<file path="src/rtl/priority_encoder8to3_reg.sv">
// Registered 8-to-3 priority encoder with a pending-request register and a
// present/acknowledge handshake. A request stays pending until the consumer
// acknowledges it while it is presented on y; pending requests are served one
// per acknowledged cycle in fixed priority order, and a presented index is
// never preempted by a later higher-priority arrival.
module priority_encoder8to3_reg #(
  parameter int LSB_FIRST = 0  // 0: bit 7 has highest priority, 1: bit 0 does
) (
  input  logic       clk,
  input  logic       rst,
  input  logic       en,
  input  logic [7:0] d,
  input  logic       ack,
  output logic [2:0] y,
  output logic       valid,
  output logic       multi,
  output logic [7:0] pend
);

  typedef enum logic {
    IDLE = 1'b0,
    SHOW = 1'b1
  } state_t;

  state_t     state;
  logic [7:0] clr;
  logic [7:0] nxt_pend;

  // Index of the highest-priority set bit; the later loop assignment wins, so
  // the scan direction sets the priority order. Callers only pass nonzero v.
  function automatic logic [2:0] pick_index(input logic [7:0] v);
    logic [2:0] idx;
    idx = 3'd0;
    if (LSB_FIRST != 0) begin
      for (int i = 7; i >= 0; i--) begin
        if (v[i]) idx = 3'(i);
      end
    end else begin
      for (int i = 0; i < 8; i++) begin
        if (v[i]) idx = 3'(i);
      end
    end
    return idx;
  endfunction

  // True when more than one bit is set: clearing the lowest set bit leaves
  // something behind.
  function automatic logic more_than_one(input logic [7:0] v);
    return (v & (v - 8'd1)) != 8'h00;
  endfunction

  // Clear mask and next pending value; new requests are ORed in after the
  // clear so a same-edge re-request keeps the bit pending.
  always_comb begin
    // NOTE: every signal gets a default before any conditional assignment so
    // no path leaves it unassigned, which would otherwise infer a latch.
    clr = 8'h00;
    if (valid && ack) clr[y] = 1'b1;
    nxt_pend = (pend & ~clr) | (en ? d : 8'h00);
  end

  // Pending register and IDLE/SHOW presentation FSM with registered outputs.
  always_ff @(posedge clk or posedge rst) begin
    if (rst) begin
      state <= IDLE;
      pend  <= 8'h00;
      y     <= 3'd0;
      valid <= 1'b0;
      multi <= 1'b0;
    end else begin
      // NOTE: sequential state uses non-blocking assignments so every register
      // samples the pre-edge values, independent of statement order.
      pend <= nxt_pend;
      case (state)
        IDLE: begin
          // Present from the registered pending set; y/multi hold when empty.
          if (pend != 8'h00) begin
            state <= SHOW;
            valid <= 1'b1;
            y     <= pick_index(pend);
            multi <= more_than_one(pend);
          end
        end
        SHOW: begin
          // Without ack everything holds; with ack move straight to the next
          // pending request so there is no idle bubble between presentations.
          if (ack) begin
            if (nxt_pend != 8'h00) begin
              y     <= pick_index(nxt_pend);
              multi <= more_than_one(nxt_pend);
            end else begin
              state <= IDLE;
              valid <= 1'b0;
            end
          end
        end
        default: begin
          state <= IDLE;
          valid <= 1'b0;
        end
      endcase
    end
  end

endmodule

</file>
<file path="config.mk">
export PLATFORM = sky130hd
export DESIGN_NAME = priority_encoder8to3_reg
export DESIGN_NICKNAME = d
export VERILOG_FILES = /design/src/rtl/priority_encoder8to3_reg.sv
export SDC_FILE = /design/constraint.sdc
export NUM_CORES = 1
export LEC_CHECK = 0
export BUFFER_PORTS_ARGS = -buffer_cell sky130_fd_sc_hd__buf_2
export CAP_MARGIN = 20
export CORE_MARGIN = 4
export CORE_UTILIZATION = 50
export DETAILED_ROUTE_END_ITERATION = 6
export GPL_ROUTABILITY_DRIVEN = 0
export GPL_TIMING_DRIVEN = 1
export PLACE_DENSITY_LB_ADDON = 0.08
export SLEW_MARGIN = 15
export SYNTH_ARGS = -nofsm -noshare
export SYNTH_HDL_FRONTEND = slang
export SYNTH_SLANG_ARGS = --single-unit
</file>
<file path="constraint.sdc">
create_clock -name clk -period 2.7 [get_ports clk]
set_clock_uncertainty 0.05 [all_clocks]
set_input_delay 0.54 -clock clk [delete_from_list [all_inputs] [get_ports clk]]
set_output_delay 0.54 -clock clk [all_outputs]
set_load 0.005 [all_outputs]
</file>
Word-level counts from Yosys, hierarchy flattened
Cells that the tools add are included.
{"block": "op_classes", "n_addsub": 2, "n_shift": 0, "n_eq_ne": 4, "div": 0, "n_mul": 0, "magnitude_cmp": 2, "n_mux": 34, "n_bitwise": 6, "n_reduce_logical": 8}
{"op": "$mux W3", "count": 15}
{"op": "$reduce_bool A8 Y1", "count": 4}
{"op": "$and A8 B8 Y8", "count": 3}
{"op": "$mux W8", "count": 2}
{"op": "$sub A8 B1 Y8 const B", "count": 2}
{"op": "$mux W1", "count": 12}
{"op": "$not A8 Y8", "count": 1}
{"op": "$or A8 B8 Y8", "count": 1}
{"op": "$ne A2 B2 Y1 const B", "count": 3}
{"op": "$pmux W1 S2", "count": 3}
{"op": "$pmux W3 S2", "count": 1}
{"op": "$reduce_and A3 Y1", "count": 2}
{"op": "$lt A3 B4 Y1 const B", "count": 1}
{"op": "$demux W1 S3", "count": 1}
{"op": "$ge A3 B1 Y1 const B", "count": 1}
{"op": "$logic_and A1 B1 Y1", "count": 2}
{"op": "$ne A2 B1 Y1 const B", "count": 1}
{"op": "$not A1 Y1", "count": 1}
{"block": "word_totals", "elab_cells": 61, "in_bits": 12, "latchBits": 0, "register_bits": 14, "romBits": 0, "out_inout_bits": 13, "mem_bits_rw": 0, "memories": 0}

Longest topological paths before layout
{"block": "logic_depth", "word_depth": 18, "ltp_mapped": 7, "depth_no_buf": 7}

Worst setup path before layout
OpenSTA, ideal clock, no wires.
{"block": "synth_timing", "path_type": "input port to flip-flop", "start": "in ack", "end": "reg y[0]", "setup_time_ps": 125, "t_arrival_ps": 2226, "stages": 7, "required_ps": 2525, "setup_slack_ps": 299, "path_buffers": 0, "path_cell_list": "or3b_1 > a221o_2 > nor2_4 > nor4b_4 > a21oi_2 > or2_4 > mux2_2"}
{"block": "synth_via", "word_cells_on_any_way": 19, "classes_between": "eq/ne: 2; mux: 11; bitwise: 3; reduce/logical: 3"}
{"item": "start: declaration", "line": "13", "rtl": "input logic ack,"}
{"item": "$logic_and A1 B1 Y1 (*)", "line": "58", "rtl": "if (valid && ack) clr[y] = 1'b1;"}
{"item": "$mux W8 (*)", "line": "58"}
{"item": "$not A8 Y8 (*)", "line": "59", "rtl": "nxt_pend = (pend & ~clr) | (en ? d : 8'h00);"}
{"item": "$and A8 B8 Y8 (*)", "line": "59"}
{"item": "$or A8 B8 Y8 (*)", "line": "59"}
{"item": "via nxt_pend[4]", "line": "27", "rtl": "logic [7:0] nxt_pend;"}
{"item": "$mux W3 (4 in series)", "line": "40", "rtl": "if (v[i]) idx = 3'(i);"}
{"item": "$mux W3", "line": "88", "rtl": "if (nxt_pend != 8'h00) begin"}
{"item": "$mux W3", "line": "87", "rtl": "if (ack) begin"}
{"item": "$pmux W3 S2", "line": "74", "rtl": "case (state)"}
{"item": "end signal: assignment", "line": "80", "rtl": "y <= pick_index(pend);"}
{"item": "end signal: assignment", "line": "89", "rtl": "y <= pick_index(nxt_pend);"}
{"item": "end: declaration", "line": "14", "rtl": "output logic [2:0] y,"}
The timed path passes the listed nets; every way through them passes the cells marked *. The select of a mux whose other input is x is not followed.
A chain may end at the register's enable or synchronous reset.

Worst setup path after layout
{"block": "layout_timing", "start": "reg y[1]", "end": "reg y[2]"}
{"block": "layout_via", "word_cells_on_any_way": 20, "classes_between": "order compare: 2; eq/ne: 1; mux: 11; bitwise: 3; reduce/logical: 3"}
{"item": "$lt A3 B4 Y1 (not written as such) or $ge A3 B1 Y1 (tied branches)", "line": "58"}
{"item": "$logic_and A1 B1 Y1 (not written as such)", "line": "58"}
{"item": "$mux W1 (not written as such)", "line": "58"}
{"item": "$demux W1 S3 (*)", "line": "58"}
{"item": "$mux W8 (*)", "line": "58"}
{"item": "$not A8 Y8 (*)", "line": "59"}
{"item": "$and A8 B8 Y8 (*)", "line": "59"}
{"item": "$or A8 B8 Y8 (*)", "line": "59"}
{"item": "via nxt_pend[4]", "line": "27"}
{"item": "$mux W3 (4 in series)", "line": "40"}
{"item": "$mux W3", "line": "88"}
{"item": "$mux W3", "line": "87"}
{"item": "$pmux W3 S2", "line": "74"}
Marks and branches as above.

==> impl_metrics.yaml <==
setup_path:
  criticalPathCategory: "reg2reg"
  critPathMaxFanout: 6
  worst_setup_path_start_kind: "flip-flop"
  worst_r2r_path_depth: 7
  r2r_start: "y[1]"
  reg2reg_slack_ps: 170
  critPathRequiredTime_ps: 2810
  critical_path_arrival_ps: 2640
  end_kind: "flip-flop"
  regToRegEndpoint: "y[2]"
routing:
  route.final.wire_length_um: 2550
  avgViaCountPerCell: 6.15
  route.antenna.remaining_nets: 0
  count_of_vias_placed_by_the_detailed_router: 941
  post-route-drc-count: 0
  drtPass1Iterations: 4
  drt-wirelength-per-cell_um: 16.7
  drt_first_iter_violations: 28
placed_design:
  setup_slack_after_placement_ps: 67.3
  detailedPlacementHpwl_um: 1970
  port_buffers: 24
  placed_instance_count: 150
worst_hold_path:
  timing.hold.worst.class: "in2async"
floorplan:
  die_area_um2: 2560
  die_height_um: 50.6
  fp.coreArea_um2: 1730
  std_cell_rows: 15
  floorplan.initialDensity: 0.525
  i_o_pin_count: 25
  fp.dieW_um: 50.6
power_and_ir_drop:
  p_int_uw: 393
  p_clk_frac: 0.185
  total_power_uw: 636
  p_sw_uw: 244
  p_leak_uw: 0.000459
  p_sw_frac: 0.383
  power_per_cell_area_nw_per_um2: 591
  max-vdd-ir-drop_mv: 0.390
  share_comb_of_total_power: 0.325
  pwr-share-seq: 0.490
synthesis:
  synth_nets: 114
  synth_fa_ha_area_frac: 0.0221
  netlist_instances: 102
  synth_seq_cells: 14
  netlist_area_um2: 907
  synth_seq_area_share: 0.386
  synthSimpleGateAreaFrac: 0.274
  synth_xor_xnor_area_share: 0
  syn_area_per_cell_um2: 8.89
  synth_mux_area_frac: 0.0372
  synth-warning-count: 0
  async_flop_share: 1.00
  synth_compound_gate_area_share: 0.254
  synth_enable_flop_cells: 0
  ys_types: 37
  postSynth.topFlopCell: "sky130_fd_sc_hd__dfrtp_1"
  dominant_combinational_cell_family_by_area_after_synthesis: "simple AND/OR/NAND/NOR gates"
global_routing:
  grt_pass1_vias: 903
  maximum_number_of_pins_on_one_net_before_global_route_repair: 15
  globalRouteTotalUtil: 0.221
  grt_first_pass_wirelength_um: 4150
  initial_antenna_violation_count: 0
  global_route.overflow_total: 0
final_layout:
  multiInputGateArea_um2: 533
  area.sequential_um2: 350
  num-nets-final: 142
  post_layout_nonfiller_instances: 153
  diodes: 0
  fraction_of_final_layout_cells_sized_beyond_drive_strength_1: 0.328
  fillCellCount: 159
  area_growth_pct: 18.6
clocking:
  tritoncts_num_sinks: 14
  ctsHtreeMaxLevel: 1
  clock_insertion_delay_worst_skew_ps: 280
  post_cts_resized: 0
  number_of_buffers_added_for_setup_after_cts: 0
  cts.root.buffer_cell: "sky130_fd_sc_hd__clkbuf_4"
  cts_inserted_buffers: 3
  tritoncts: "built"
  path_clk_slew_ps: 80
  clockBufferDepth: 2
  holdBufCountCts: 0
timing:
  tns_ps: 0
  whs_ps: 234
  max_clock_freq_ghz: 0.396
  post-route-min-period_ps: 2530
  max-slew-margin-rel: 0.632
  grt_setup_unrepaired: "no"
  count_of_final_max_slew_check_failures: 0
  report.final.hold_viol_count: 0
  post-route-period-util: 0.936
  tightest_slew_ps: 552
  setup_slack_after_layout_ps: 173
  finalSetupViolations: 0
job:
  timing.max_cap.violations: 0
run_status:
  outcome: "complete, no violations"
## through the flow
step / area [um2] / utilization
CTS: 1080 / 0.623
global placement: 1050 / 0.610
finish: 1080 / 0.623
detailed placement: 1050 / 0.610
floorplan: 907 / -
global route: 1080 / 0.623
## registers in the layout, summed over array words and instances (netlist names)
register and count:
valid 1, y 3, pend 8, state 1, multi 1
## power by group through the flow
stage	Sequential (uW)	Clock, uW	Combinational, uW
6_report	312	118	207
5_1_grt	322	129	230
4_1_cts	308	120	205
3_5_place_dp	312	0	204
3_3_place_gp	309	0	200
2_1_floorplan	297	0	128
## area by class of cell
cell class,count,area share
well taps,25,0.0291
flip-flops and latches,14,0.326
repair buffers,25,0.119
clock buffers,3,0.0209
multi-input cells,83,0.495
inverters,3,0.0105
## Yosys cell counts (2+ instances only)
library cell	number	area share
sky130_fd_sc_hd__nand2_1	16	0.066
sky130_fd_sc_hd__dfrtp_1	14	0.39
sky130_fd_sc_hd__nor2_1	9	0.037
sky130_fd_sc_hd__o21ai_0	7	0.039
sky130_fd_sc_hd__nor3_1	6	0.033
sky130_fd_sc_hd__a22oi_1	5	0.041
sky130_fd_sc_hd__a21oi_1	4	0.022
sky130_fd_sc_hd__a21boi_0	3	0.025
sky130_fd_sc_hd__inv_1	3	0.012
sky130_fd_sc_hd__mux2_2	3	0.037
sky130_fd_sc_hd__nand3_1	3	0.017
sky130_fd_sc_hd__a221o_2	2	0.025
sky130_fd_sc_hd__and3_2	2	0.017
sky130_fd_sc_hd__maj3_1	2	0.022
## worst max path at each step
stage	from	endpoint	cells after the start
finish	y[1]	y[2]	7
floorplan	ack	y[0]	7
global route	y[1]	y[2]	7
detailed placement	ack	y[2]	8
CTS	y[1]	y[2]	7
global placement	ack	y[1]	8
## cell usage in the layout, fill, tap and decap left out, types with 2 or more instances in the layout
cell,count
sky130_fd_sc_hd__mux2_2,3
sky130_fd_sc_hd__nand3_1,3
sky130_fd_sc_hd__a22oi_1,5
sky130_fd_sc_hd__inv_1,3
sky130_fd_sc_hd__a221o_2,2
sky130_fd_sc_hd__a21oi_1,4
sky130_fd_sc_hd__nand2_1,16
sky130_fd_sc_hd__o21ai_0,7
sky130_fd_sc_hd__dfrtp_1,14
sky130_fd_sc_hd__buf_2,24
sky130_fd_sc_hd__and3_2,2
sky130_fd_sc_hd__maj3_1,2
sky130_fd_sc_hd__a21boi_0,3
sky130_fd_sc_hd__clkbuf_4,3
sky130_fd_sc_hd__nor2_1,9
sky130_fd_sc_hd__nor3_1,6
## routing by layer
layer / part of all wire / up-vias / GRT usage
met1: 0.42 / 437 / 0.279
met5: 0 / - / 0
met2: 0.47 / 50 / 0.346
met4: 0.050 / 0 / 0.112
met3: 0.065 / 18 / 0.0564
li1: - / 436 / -
## worst max-delay path, cell delays in order (launching register included)
cell                      delay (ps)
sky130_fd_sc_hd__dfrtp_1         460
sky130_fd_sc_hd__or3b_1          430
sky130_fd_sc_hd__a221o_2         410
sky130_fd_sc_hd__nor2_4          140
sky130_fd_sc_hd__nor4b_4         270
sky130_fd_sc_hd__a21oi_2         100
sky130_fd_sc_hd__or2_4           260
sky130_fd_sc_hd__mux2_2          280
## cell families (layout without fill, tap and decap cells)
logic type | count (synthesis) | count (layout)
simple gates | 46 | 46
mux | 3 | 3
flops | 14 | 14
fa+ha+maj | 2 | 2
compound gates | 32 | 32
buf+inv | 5 | 31
Note: power is estimated with default switching activity, not from simulation.
